===== src/rtl/key_cond_pkg.sv =====
// Shared types and default constants for the key input conditioner.
package key_cond_pkg;

   typedef enum logic [1:0] {
      ST_IDLE  = 2'd0,
      ST_ISSUE = 2'd1,
      ST_GAP   = 2'd2
   } issue_state_e;

   localparam int DEF_NKEYS           = 4;
   localparam int DEF_DEBOUNCE_CYCLES = 1_000_000;
   localparam int DEF_REPEAT_DELAY    = 25_000_000;
   localparam int DEF_REPEAT_PERIOD   = 10_000_000;
   localparam int DEF_GAP_CYCLES      = 2;

endpackage


===== src/rtl/key_input_conditioner_debounce.sv =====
// One key: 2-flop synchronizer, debounce filter and auto-repeat timer.
// event_o is a registered one-cycle pulse on a debounced press or a repeat tick.
module key_debounce #(
   parameter int DEBOUNCE_CYCLES = 4,
   parameter int REPEAT_DELAY    = 20,
   parameter int REPEAT_PERIOD   = 8
) (
   input  logic clk,
   input  logic rst,
   input  logic key_n_i,
   input  logic repeat_en_i,
   output logic level_o,
   output logic event_o
);

   localparam int DW = $clog2(DEBOUNCE_CYCLES) + 1;
   localparam int RMAX = (REPEAT_DELAY > REPEAT_PERIOD) ? REPEAT_DELAY : REPEAT_PERIOD;
   localparam int RW = $clog2(RMAX) + 1;
   localparam logic [DW-1:0] DB_LAST = DW'(DEBOUNCE_CYCLES - 1);
   localparam logic [RW-1:0] RD_LAST = RW'(REPEAT_DELAY - 1);
   localparam logic [RW-1:0] RP_LAST = RW'(REPEAT_PERIOD - 1);

   logic          sync1_q, sync2_q;
   logic          held_raw_s;
   logic          stable_q, stable_d;
   logic [DW-1:0] db_cnt_q, db_cnt_d;
   logic [RW-1:0] rpt_cnt_q, rpt_cnt_d;
   logic          rpt_phase_q, rpt_phase_d;
   logic          event_q, event_d;

   assign held_raw_s = ~sync2_q;

   // Debounce and repeat next-state; repeat runs only while held before and after this edge
   always_comb begin
      stable_d    = stable_q;
      db_cnt_d    = db_cnt_q;
      rpt_cnt_d   = rpt_cnt_q;
      rpt_phase_d = rpt_phase_q;
      event_d     = 1'b0;
      if (held_raw_s != stable_q) begin
         if (db_cnt_q == DB_LAST) begin
            stable_d = held_raw_s;
            db_cnt_d = '0;
            event_d  = held_raw_s;
         end else begin
            db_cnt_d = db_cnt_q + DW'(1);
         end
      end else begin
         db_cnt_d = '0;
      end
      if (stable_q && stable_d && repeat_en_i) begin
         if (rpt_cnt_q == (rpt_phase_q ? RP_LAST : RD_LAST)) begin
            rpt_cnt_d   = '0;
            rpt_phase_d = 1'b1;
            event_d     = 1'b1;
         end else begin
            rpt_cnt_d = rpt_cnt_q + RW'(1);
         end
      end else begin
         rpt_cnt_d   = '0;
         rpt_phase_d = 1'b0;
      end
   end

   // State registers; reset returns everything to the released condition
   always_ff @(posedge clk) begin
      if (rst) begin
         sync1_q     <= 1'b1;
         sync2_q     <= 1'b1;
         stable_q    <= 1'b0;
         db_cnt_q    <= '0;
         rpt_cnt_q   <= '0;
         rpt_phase_q <= 1'b0;
         event_q     <= 1'b0;
      end else begin
         sync1_q     <= key_n_i;
         sync2_q     <= sync1_q;
         stable_q    <= stable_d;
         db_cnt_q    <= db_cnt_d;
         rpt_cnt_q   <= rpt_cnt_d;
         rpt_phase_q <= rpt_phase_d;
         event_q     <= event_d;
      end
   end

   assign level_o = stable_q;
   assign event_o = event_q;

endmodule


===== src/rtl/key_input_conditioner.sv =====
// Debounced, auto-repeating key conditioner issuing one-hot press pulses,
// highest key first, with a fixed idle gap after every pulse.
module key_input_conditioner
   import key_cond_pkg::*;
#(
   parameter int NKEYS           = DEF_NKEYS,
   parameter int DEBOUNCE_CYCLES = DEF_DEBOUNCE_CYCLES,
   parameter int REPEAT_DELAY    = DEF_REPEAT_DELAY,
   parameter int REPEAT_PERIOD   = DEF_REPEAT_PERIOD,
   parameter int GAP_CYCLES      = DEF_GAP_CYCLES
) (
   input  logic             clk,
   input  logic             rst,
   input  logic [NKEYS-1:0] key_n,
   input  logic             busy,
   input  logic             repeat_en,
   output logic [NKEYS-1:0] key_pressed,
   output logic             refresh,
   output logic [NKEYS-1:0] key_level
);

   localparam int GW = $clog2(GAP_CYCLES) + 1;
   localparam logic [GW-1:0] GAP_LAST = GW'((GAP_CYCLES > 0) ? GAP_CYCLES - 1 : 0);

   logic [NKEYS-1:0] level_s, event_s;
   logic [NKEYS-1:0] pending_q, pending_d;
   logic [NKEYS-1:0] issue_mask_s, clr_mask_s;
   logic             any_pend_s, may_issue_s, issue_now_s;
   issue_state_e     state_q;
   logic [GW-1:0]    gap_cnt_q;
   logic [NKEYS-1:0] key_pressed_q;
   logic             refresh_q;

   for (genvar g = 0; g < NKEYS; g++) begin : g_key
      key_debounce #(
         .DEBOUNCE_CYCLES (DEBOUNCE_CYCLES),
         .REPEAT_DELAY    (REPEAT_DELAY),
         .REPEAT_PERIOD   (REPEAT_PERIOD)
      ) u_key (
         .clk         (clk),
         .rst         (rst),
         .key_n_i     (key_n[g]),
         .repeat_en_i (repeat_en),
         .level_o     (level_s[g]),
         .event_o     (event_s[g])
      );
   end

   // Priority select: the highest-index pending key overrides lower ones
   always_comb begin
      issue_mask_s = '0;
      for (int i = 0; i < NKEYS; i++) begin
         if (pending_q[i]) begin
            issue_mask_s = NKEYS'(1) << i;
         end else begin
            issue_mask_s = issue_mask_s;
         end
      end
   end

   // The last gap cycle makes the idle decision itself so the gap is exactly GAP_CYCLES long
   assign any_pend_s  = |pending_q;
   assign may_issue_s = (state_q == ST_IDLE) || ((state_q == ST_GAP) && (gap_cnt_q == GAP_LAST));
   assign issue_now_s = may_issue_s && any_pend_s && !busy;
   assign clr_mask_s  = issue_now_s ? issue_mask_s : '0;
   assign pending_d   = (pending_q & ~clr_mask_s) | event_s;

   // Pending bits: a new event in the same cycle as the clear keeps the bit set
   always_ff @(posedge clk) begin
      if (rst) begin
         pending_q <= '0;
      end else begin
         pending_q <= pending_d;
      end
   end

   // Issuer FSM with registered pulse outputs
   always_ff @(posedge clk) begin
      if (rst) begin
         state_q       <= ST_IDLE;
         gap_cnt_q     <= '0;
         key_pressed_q <= '0;
         refresh_q     <= 1'b0;
      end else begin
         key_pressed_q <= '0;
         refresh_q     <= 1'b0;
         case (state_q)
            ST_IDLE: begin
               if (issue_now_s) begin
                  state_q       <= ST_ISSUE;
                  key_pressed_q <= issue_mask_s;
                  refresh_q     <= 1'b1;
               end else begin
                  state_q <= ST_IDLE;
               end
            end
            ST_ISSUE: begin
               state_q   <= ST_GAP;
               gap_cnt_q <= '0;
            end
            ST_GAP: begin
               if (gap_cnt_q == GAP_LAST) begin
                  gap_cnt_q <= '0;
                  if (issue_now_s) begin
                     state_q       <= ST_ISSUE;
                     key_pressed_q <= issue_mask_s;
                     refresh_q     <= 1'b1;
                  end else begin
                     state_q <= ST_IDLE;
                  end
               end else begin
                  gap_cnt_q <= gap_cnt_q + GW'(1);
               end
            end
            default: begin
               state_q   <= ST_IDLE;
               gap_cnt_q <= '0;
            end
         endcase
      end
   end

   assign key_pressed = key_pressed_q;
   assign refresh     = refresh_q;
   assign key_level   = level_s;

endmodule


===== config.mk =====
export PLATFORM = sky130hd
export DESIGN_NAME = key_input_conditioner
export DESIGN_NICKNAME = d
export VERILOG_FILES = /design/src/rtl/key_cond_pkg.sv /design/src/rtl/key_input_conditioner_debounce.sv /design/src/rtl/key_input_conditioner.sv
export SDC_FILE = /design/constraint.sdc
export NUM_CORES = 1
export LEC_CHECK = 0
export ABC_CLOCK_PERIOD_IN_PS = 3000
export CAP_MARGIN = 20
export CELL_PAD_IN_SITES_DETAIL_PLACEMENT = 0
export CELL_PAD_IN_SITES_GLOBAL_PLACEMENT = 1
export CORE_UTILIZATION = 40
export CTS_CLUSTER_SIZE = 10
export DETAILED_ROUTE_END_ITERATION = 10
export DONT_BUFFER_PORTS = 1
export PLACE_DENSITY = 0.65
export SLEW_MARGIN = 20
export SYNTH_ARGS = -nofsm -noshare
export SYNTH_HDL_FRONTEND = slang
export SYNTH_HIERARCHICAL = 1
export SYNTH_SLANG_ARGS = --single-unit
export TNS_END_PERCENT = 20

===== constraint.sdc =====
create_clock -name clk -period 3 [get_ports clk]
set_input_delay 0.6 -clock clk [delete_from_list [all_inputs] [get_ports clk]]
set_output_delay 0.6 -clock clk [all_outputs]
set_load 0.01 [all_outputs]

==> Word level (Yosys, flattened, before mapping) <==
Cells that the tools add are included.
{ "totals": {"wordCells": 143, "output_inout_bits": 9, "regBits": 221, "in_bits": 8} }
{ "classes": {"reduce_logical": 27, "mux": 43, "eq_ne": 16, "n_bitwise": 15, "n_addsub": 9} }
{ "ops": {"columns": ["op", "count"], "rows": [
  ["adder 26 x 1 -> 26 bit (second input constant)", 4],
  ["== test 26 bit", 4],
  ["2-to-1 mux 25 bit", 4],
  ["adder 21 x 1 -> 21 bit (second input constant)", 4],
  ["== test 21 x 20 -> 1 bit (second input constant)", 4],
  ["2-to-1 mux 1 bit", 28],
  ["OR reduction 3 bit", 8],
  ["2-to-1 mux 4 bit", 5],
  ["NOT 1 bit", 12],
  ["logical AND 1 bit", 11],
  ["case mux 4 bit (2 select lines)", 1],
  ["OR reduction 2 bit", 4],
  ["case mux 2 bit (3 select lines)", 1],
  ["AND 4 bit", 1],
  ["== test 2 x 1 -> 1 bit (second input constant)", 2],
  ["2-to-1 mux 2 bit", 2],
  ["inequality test 1 bit", 4],
  ["NOT 4 bit", 1],
  ["bitwise OR 4 bit", 1],
  ["case mux 2 bit (2 select lines)", 1],
  ["OR reduction 4 bit", 1],
  ["adder 2 x 1 -> 2 bit (second input constant)", 1],
  ["== test 2 bit (second input constant)", 1],
  ["zero test 2 bit", 1],
  ["other kinds (4)", 4]
]} }

==> Longest topological paths before layout <==
Gate-level depths: netlist of run 1.
{ "depth": {"depth_word": 9, "ltp_mapped": 8, "mapped_depth_nobuf": 6} }

==> Cells and area by module <==
Netlist of run 1, hierarchy kept.
{ "by_module_without_submodules": {"columns": ["module", "n_inst", "seq_area_each_um2", "area_per_inst_um2", "cells_per_inst"], "rows": [
  ["key_debounce", 4, 1041.0, 2349.8, 262],
  ["key_input_conditioner", 1, 260.2, 493.0, 48]
]} }

==> Least setup slack after synthesis of run 1 <==
Ideal clock, no wire load.
{ "synth_timing": {"path_kind": "register to register", "start": "register g_key[0].u_key.rpt_cnt_q[6]", "end": "register g_key[0].u_key.rpt_cnt_q[11]", "path_stages_with_launch": 9, "slack_ps": 1423, "n_path_buf": 3, "synth_period_minus_slack_ps": 1577, "setup_ps": 115, "t_required_ps": 2885, "arrival_time_ps": 1462, "cell_sequence": "dfxtp_1 > buf_2 > nor4b_2 > a41oi_1 > nor4_2 > or2_1 > buf_6 > buf_6 > nor2_1"} }
{ "synth_via": {"elab_chain_len": 2, "word_cells_on_any_way": 3, "cone_classes": "add/sub: 1; eq/ne: 1; reduce/logical: 1"} }
{ "synth_lines": {"columns": ["element", "line", "source"], "rows": [
  ["start: declaration", "key_input_conditioner_debounce.sv:27", "logic [RW-1:0] rpt_cnt_q, rpt_cnt_d;"],
  ["start signal: assignment", "key_input_conditioner_debounce.sv:80", "rpt_cnt_q <= rpt_cnt_d;"],
  ["parallel branches: the longest is 2 deep, another holds adder 26 x 1 -> 26 bit", null, null]
]} }
Several ways; the timed one is not identified.
A chain may end at the register's enable or synchronous reset.

==> Final worst setup path of run 1 <==
{ "layout_timing": {"start": "register g_key[3].u_key.rpt_cnt_q[14]", "end": "register g_key[3].u_key.rpt_cnt_q[23]"} }
{ "layout_via": {"elab_chain_len": 2, "word_cells_on_any_way": 3, "cone_classes": "add/sub: 1; eq/ne: 1; reduce/logical: 1"} }
{ "layout_lines": {"columns": ["element", "line"], "rows": [
  ["start: declaration", "key_input_conditioner_debounce.sv:27"],
  ["start signal: assignment", "key_input_conditioner_debounce.sv:80"],
  ["parallel branches: the longest is 2 deep, another holds adder 26 x 1 -> 26 bit", null]
]} }
Several ways; the timed one is not identified.

==> key figures, run 1 <==
Worst setup path
  – Required @ worst endpoint: 3400 ps
  – Reg2Reg Setup Slack: about 840 ps
  – Crit path kind: reg2reg
  – Reg2reg start: g_key[3].u_key/rpt_cnt_q[14]$_SDFF_PP0_
  – Crit. End Element: register
  – CP Launch Type: register
  – WP data arrival: 2560 ps
  – Max FO, Critical Path: 14
  – Worst R2R End: g_key[3].u_key/rpt_cnt_q[23]$_SDFF_PP0_
  – Worst R2R Path Depth: 6

Placed design
  – Area after DPL: slightly above 0.01 mm^2
  – DP Wirelength: around 13,000 um
  – DP Worst Slack: 867 ps
  – Dpl cells: 1,405
  – GP Congestion: 0.765
  – IO buf count: 0

Finish
  – Fillers: ~2,400
  – Post-Layout Cell Count: 1,445
  – Synth-to-layout area growth: 10.4%
  – Post-layout util: 0.449
  – # nets final: approximately 1,100
  – Share of layout cells above drive strength 1: 0.0803
  – Design area: 0.0109 mm^2
  – Diode count: 0

Detailed routing
  – Wl on met1: 10,000 um
  – Detailed Routing Iterations Pass 1: 6
  – Routed Antenna Nets: 0
  – Met2 WL: 8300 um
  – Top routing layer used: met4
  – Vias: 7,207
  – Routed len/inst: 13.4 um
  – WL final: 19,400 um
  – WL met3: 690 um
  – DRC Markers: 0
  – Initial DRC count: just over 300
  – DR vias/cell: 4.99

Clocking
  – Clock Sinks: 221
  – Reg clk slew, reported paths: 50 ps
  – CTS root buf: clkbuf_16
  – TritonCTS clock tree: built
  – CTS H-tree depth: 1
  – Max clock buf depth: 3
  – Post-CTS setup buffers: 0
  – PostCTS Resize Cnt: 0
  – Cts hold-fix bufs: 0
  – Total CTS buffers: 27
  – Skew-Pair Late Insertion Delay: 520 ps

Min path
  – Worst Hold Depth: 1
  – Worst min path class: in2reg
  – HP Start: rst
  – Hold Path Sink: key_pressed[1]$_SDFF_PP0_

Power
  – Pwr dens: between 500 and 600 mW/mm^2
  – Pleak: about 3.2 nW
  – Max VDD drop: 0.411 mV
  – Total Power: 5.79 mW

STA
  – Final hold viol count: 0
  – Final setup fails: 0
  – Total negative setup slack: 0 ps
  – Fin. max-slew vios: 0
  – Worst Setup Slack, final: 842 ps
  – Final critical-path share of the clock period: 0.719
  – RSZ-0062 raised after global routing: false
  – WHS: 171 ps
  – Fmax: ~0.46 GHz
  – Worst clock skew: ~11 ps
  – Tmin final: 2160 ps
  – Relative slew slack: 0.601
  – Actual slew at the worst max-slew pin: 593 ps

Global route
  – Antenna violations before repair: 0
  – Total gr overflow: 0
  – Vias in the first global route: 6,754
  – GR Util All Layers: 0.153
  – Largest net degree at the start of global routing: 35
  – First-pass GRT wire length: ~33,000 um

Synthesis
  – #FFs+latches synth: between 200 and 250
  – Post-synth top flop: dfxtp_1
  – Most frequent cell after synthesis: dfxtp_1
  – Post-Syn Nets: 1,112
  – Synth area leaders: dfxtp_1 45%, xnor2_1 8.9%, nor2_1 8.0%, xor2_1 6.4%, nand3_1 3.8%
  – Synth warnings: 6
  – Mean post-synth cell area: 9.03 um^2
  – Cells after Synth: 1,096
  – Synth cell types: 46
  – Yosys top cell by area: dfxtp_1
  – Async SR Flop Fraction: 0
  – Post-synthesis sequential area ratio: 0.447
  – Area share of the largest cell type after synthesis: 0.447
  – Commonest cells post-synth: 221 x dfxtp_1, 210 x nor2_1, 101 x xnor2_1
  – EDFF count, synth: 0
  – Post-synthesis cell area: 0.00989 mm^2

Floorplan
  – Chip Width: roughly 160 um
  – Core Rows: 57
  – Chip height: 159 um
  – Area of the core: 0.0243 mm^2
  – I/O pins: 17
  – Die area: 0.0254 mm^2
  – Starting density of the core: 0.407

Outcome
  – Run status: finished, final reports clean

Flow run
  – Max-cap violation count: 0
-- cells by family after synthesis --
kind of cell,share of synthesized area
flip-flops,0.447
AO/OA/AOI/OAI,0.0349
XOR/XNOR,0.153
buffers and inverters,0.0315
adder cells (fa/ha/maj),0.0101
AND/OR/NAND/NOR,0.323
-- layer usage --
layer  vias to the layer above  global-route usage
li1                       3807                   -
met1                      3318               0.217
met2                        60               0.239
met3                        22              0.0274
met4                         0              0.0433
met5                         -                   0
-- worst max-delay path, stage by stage (launching register included) --
cell     delay, ps
dfxtp_1        360
nor4b_1        370
a31oi_1        150
nor4_2         380
or2_1          420
buf_4          290
nor2_1          70
-- registers in the layout, summed over array words and instances (netlist names), 2 cells and up --
signal / flops
g_key.u_key/event_o: 4
pending_q: 4
key_pressed: 4
g_key.u_key/sync2_q: 4
g_key.u_key/rpt_phase_q: 4
g_key.u_key/sync1_q: 4
g_key.u_key/level_o: 4
gap_cnt_q: 2
state_q: 2
g_key.u_key/rpt_cnt_q: 104
g_key.u_key/db_cnt_q: 84
-- power by group --
part / switching [mW] / internal [mW]
logic: 0.0151 / 0.0106
registers: 0.00416 / 2.94
clock network: 1.15 / 1.67
-- cell usage in the layout (no fill, tap or decap), types with 8 or more instances in the layout --
master	n
nand2_1	47
xnor2_1	101
nand3_1	76
nor4b_1	12
dfxtp_1	221
nor4_1	21
and3_1	36
nor2b_1	8
nor2_1	210
clkbuf_1	9
o21ai_0	12
and4bb_2	8
xor2_1	72
or2_2	8
and4_1	12
and2_1	12
nand3_2	12
a21oi_1	10
nor4_2	8
inv_1	30
ha_1	8
buf_4	10
clkbuf_16	27
or3_1	8
nor3_1	49
nand4_1	28
-- how the worst max path moves through the flow --
stage                                            startpoint                                 endpoint  depth (start not counted)
floorplan            g_key[0].u_key/rpt_cnt_q[6]$_SDFF_PP0_  g_key[0].u_key/rpt_cnt_q[11]$_SDFF_PP0_                          8
global placement    g_key[3].u_key/rpt_cnt_q[14]$_SDFF_PP0_   g_key[3].u_key/rpt_cnt_q[8]$_SDFF_PP0_                          6
detailed placement  g_key[3].u_key/rpt_cnt_q[14]$_SDFF_PP0_  g_key[3].u_key/rpt_cnt_q[23]$_SDFF_PP0_                          6
CTS                 g_key[3].u_key/rpt_cnt_q[14]$_SDFF_PP0_  g_key[3].u_key/rpt_cnt_q[13]$_SDFF_PP0_                          6
global route          g_key[3].u_key/db_cnt_q[0]$_SDFF_PP0_  g_key[3].u_key/rpt_cnt_q[13]$_SDFF_PP0_                          7
finish              g_key[3].u_key/rpt_cnt_q[14]$_SDFF_PP0_  g_key[3].u_key/rpt_cnt_q[23]$_SDFF_PP0_                          6
-- cell type report --
type	instances	area [um^2]	area share
inverters	30	113	0.0103
flip-flops and latches	221	4420	0.405
repair buffers	10	75.1	0.00687
multi-input cells	820	5160	0.472
well taps	324	405	0.0371
clock buffers	38	737	0.0675
clock inverters	2	10.0	0.000917
Note: power is estimated with default switching activity, not from simulation.
==> run 2, diff against run 1 <==
--- a/config.mk
+++ b/config.mk
@@ -5,7 +5,7 @@
 export SDC_FILE = /design/constraint.sdc
 export NUM_CORES = 1
 export LEC_CHECK = 0
-export ABC_CLOCK_PERIOD_IN_PS = 3000
+export ABC_CLOCK_PERIOD_IN_PS = 1850
 export CAP_MARGIN = 20
 export CELL_PAD_IN_SITES_DETAIL_PLACEMENT = 0
 export CELL_PAD_IN_SITES_GLOBAL_PLACEMENT = 1
@@ -13,7 +13,7 @@
 export CTS_CLUSTER_SIZE = 10
 export DETAILED_ROUTE_END_ITERATION = 10
 export DONT_BUFFER_PORTS = 1
-export PLACE_DENSITY = 0.65
+export PLACE_DENSITY = 0.68
 export SLEW_MARGIN = 20
 export SYNTH_ARGS = -nofsm -noshare
 export SYNTH_HDL_FRONTEND = slang
==> constraint.sdc (replaced) <==
create_clock -name clk -period 1.85 [get_ports clk]
set_input_delay 0.37 -clock clk [delete_from_list [all_inputs] [get_ports clk]]
set_output_delay 0.37 -clock clk [all_outputs]
set_load 0.01 [all_outputs]
==> run 2 against run 1 <==
  * First-iteration DRC count increased by 15%
  * Total power rose by 62%
  * Hold slack worse by 140 ps
  * Sequential share of layout area is 2.4 points lower
  * Critical path type unchanged
  * Critical endpoint is now g_key[0].u_key/rpt_cnt_q[7]$_SDFF_PP0_
  * Largest cell class unchanged
  * Largest power group unchanged
  * Highest routed layer unchanged
==> key figures, run 2 (same netlist as run 1, synthesis figures left out) <==
Floorplan
  – Area of the core: 0.0243 mm^2 (unchanged)
  – I/O pins: 17 (unchanged)
  – Chip Width: 159 um (unchanged)
  – Starting density of the core: 0.407 (unchanged)
  – Chip height: 159 um (unchanged)
  – Core Rows: 57 (unchanged)
  – Die area: 0.0254 mm^2 (unchanged)

Worst setup path
  – WP data arrival: 2140 ps (was 2560 ps)
  – Max FO, Critical Path: 26 (was 14)
  – Required @ worst endpoint: 2260 ps (was 3400 ps)
  – Crit path kind: reg2reg (unchanged)
  – Crit. End Element: register (unchanged)
  – Critical-path cell list: nor4b_1 > a31oi_1 > nor4_4 > or2_1 > buf_12 > nor2_1 (was nor4b_1 > a31oi_1 > nor4_2 > or2_1 > buf_4 > nor2_1)
  – Worst stage delay on the critical path: 430 ps (was 420 ps)
  – Reg2reg start: g_key[0].u_key/rpt_cnt_q[23]$_SDFF_PP0_ (was g_key[3].u_key/rpt_cnt_q[14]$_SDFF_PP0_)
  – Worst setup path start: g_key[0].u_key/rpt_cnt_q[23]$_SDFF_PP0_ (was g_key[3].u_key/rpt_cnt_q[14]$_SDFF_PP0_)
  – CP Launch Type: register (unchanged)
  – Worst path slowest cell: dfxtp_1 (was or2_1)

Clocking
  – CTS H-tree depth: 1 (unchanged)
  – Reg clk slew, reported paths: 50 ps (about the same)
  – Max clock buf depth: 3 (unchanged)
  – Total CTS buffers: 27 (unchanged)
  – TritonCTS clock tree: built (unchanged)
  – CTS root buf: clkbuf_16 (unchanged)
  – Clock Sinks: 221 (unchanged)
  – Skew-Pair Late Insertion Delay: 520 ps (about the same)

STA
  – Fin. max-slew vios: 0 (unchanged)
  – Worst clock skew: 13.6 ps (was 11.2 ps)
  – WHS: 34.9 ps (was 171 ps)
  – Tmin final: 1740 ps (was 2160 ps)
  – Fmax: 0.576 GHz (was 0.463 GHz)
  – Actual slew at the worst max-slew pin: 644 ps (was 593 ps)
  – Final setup fails: 0 (unchanged)
  – Final critical-path share of the clock period: 0.939 (was 0.719)
  – Final hold viol count: 0 (unchanged)
  – Relative slew slack: 0.568 (was 0.601)
  – RSZ-0062 raised after global routing: false (unchanged)
  – Total negative setup slack: 0 ps (unchanged)
  – Worst Setup Slack, final: 113 ps (was 842 ps)

Detailed routing
  – WL final: 19,900 um (was 19,400 um)
  – DR vias/cell: 4.99 (about the same)
  – DRC Markers: 0 (unchanged)
  – Vias: 7,535 (was 7,207)
  – Routed Antenna Nets: 0 (unchanged)
  – Routed len/inst: 13.2 um (was 13.4 um)
  – Initial DRC count: 353 (was 306)
  – Detailed Routing Iterations Pass 1: 4 (was 6)

Finish
  – # nets final: 1,193 (was 1,126)
  – Share of layout cells above drive strength 1: 0.140 (was 0.0803)
  – Post-Layout Cell Count: 1,509 (was 1,445)
  – Synth-to-layout area growth: 17.3% (was 10.4%)
  – Max FFs per register: 104 (unchanged)
  – Largest register by flop count: g_key.u_key/rpt_cnt_q (unchanged)
  – Most frequent cells in the layout: 221 x dfxtp_1, 210 x nor2_1, 101 x xnor2_1 (unchanged)
  – Diode count: 0 (unchanged)
  – Biggest regs: g_key.u_key/rpt_cnt_q: 104 flops, g_key.u_key/db_cnt_q: 84 flops (unchanged)
  – Most common cell after layout, fill and taps aside: dfxtp_1 (unchanged)

Global route
  – Vias in the first global route: 7,141 (was 6,754)
  – Met3 Usage GRT: 0.0313 (was 0.0274)
  – Antenna violations before repair: 1 (was 0)
  – First-pass GRT wire length: 34,500 um (was 33,300 um)
  – Total gr overflow: 0 (unchanged)
  – Most Crowded Layer GR: met2 (unchanged)
  – Met2 usage: 0.250 (was 0.239)
  – Met1 GRT Util: 0.225 (was 0.217)
  – Largest net degree at the start of global routing: 27 (was 35)
  – GR Util All Layers: 0.160 (was 0.153)

Outcome
  – Run status: finished, final reports clean (unchanged)

Placed design
  – DP Worst Slack: 53.3 ps (was 867 ps)
  – IO buf count: 0 (unchanged)
  – DP Wirelength: 13,200 um (was 12,900 um)
  – Dpl cells: 1,463 (was 1,405)
  – GP Congestion: 0.753 (was 0.765)

Power
  – Pwr dens: 809 mW/mm^2 (was 530 mW/mm^2)
  – Max VDD drop: 0.817 mV (was 0.411 mV)
  – Pleak: 3.59 nW (was 3.20 nW)

Min path
  – Worst min path class: in2reg (unchanged)
  – HP Start: rst (unchanged)

Flow run
  – Max-cap violation count: 0 (unchanged)
-- run 2: cell count changes in the layout (fill, tap and decap cells not counted), sizes merged --
cell         before  now
buf              10   72
dlygate4sd3       0    5
clkbuf           38   34
inv              30   32
clkinv            2    1
-- run 2: cell type report --
class	instances	area [um^2]
clock inverters	3	22.5
flip-flops and latches	221	4420
clock buffers	34	712
well taps	324	405
inverters	30	113
repair buffers	77	653
multi-input cells	820	5280
fillers	2351	12700
-- run 2: path summary, 6_finish.rpt --
kind                            slack [ps]  cells past startpoint                                     end
worst min register to register         410                      1       g_key[0].u_key/sync2_q$_SDFF_PP1_
worst max register to register         110                      6  g_key[0].u_key/rpt_cnt_q[7]$_SDFF_PP0_
worst min-delay path                    30                      2                 pending_q[3]$_SDFF_PP0_
worst max-delay path                   110                      6  g_key[0].u_key/rpt_cnt_q[7]$_SDFF_PP0_
-- run 2: where the power goes --
group / internal [mW] / switching, mW / total (mW)
Clock: 2.66 / 1.88 / 4.54
Combinational: 0.0299 / 0.0410 / 0.0709
Sequential: 4.77 / 0.00623 / 4.78
-- run 2: critical path, delay by kind of cell (launching register included) --
family                 cells  cell delay, ps
AOI/OAI and AO/OA          1             180
buffers and inverters      1             180
and+or+nand+nor            4             830
DFF                        1             430
-- run 2: per-stage QoR --
step / cell area (um^2) / utilization / power, mW
6_report: 11600 / 0.477 / 9.39
4_1_cts: 11500 / 0.471 / 9.58
2_1_floorplan: 9890 / - / 4.92
3_3_place_gp: 10700 / 0.438 / 4.93
3_5_place_dp: 10700 / 0.438 / 4.93
5_1_grt: 11600 / 0.477 / 9.78
-- run 2: layer usage --
layer,routed length (um),vias up
li1,-,3951
met2,8490,65
met1,10300,3490
met4,399,0
met5,0,-
met3,756,29
-- run 2: timing repair --
item | CTS | global route
gates resized for setup | 0 | 24
buffers inserted | 0 | 3
hold buffers | 6 | 0
setup endpoints to repair | 0 | 115
endpoints found under the hold margin | 29 | 0
==> run 3, diff against run 2 <==
--- a/config.mk
+++ b/config.mk
@@ -6,7 +6,7 @@
 export NUM_CORES = 1
 export LEC_CHECK = 0
 export ABC_CLOCK_PERIOD_IN_PS = 1850
-export CAP_MARGIN = 20
+export CAP_MARGIN = 10
 export CELL_PAD_IN_SITES_DETAIL_PLACEMENT = 0
 export CELL_PAD_IN_SITES_GLOBAL_PLACEMENT = 1
 export CORE_UTILIZATION = 40
==> results of run 3 <==
Final layout, timing and power as in run 2 (identical DEF).
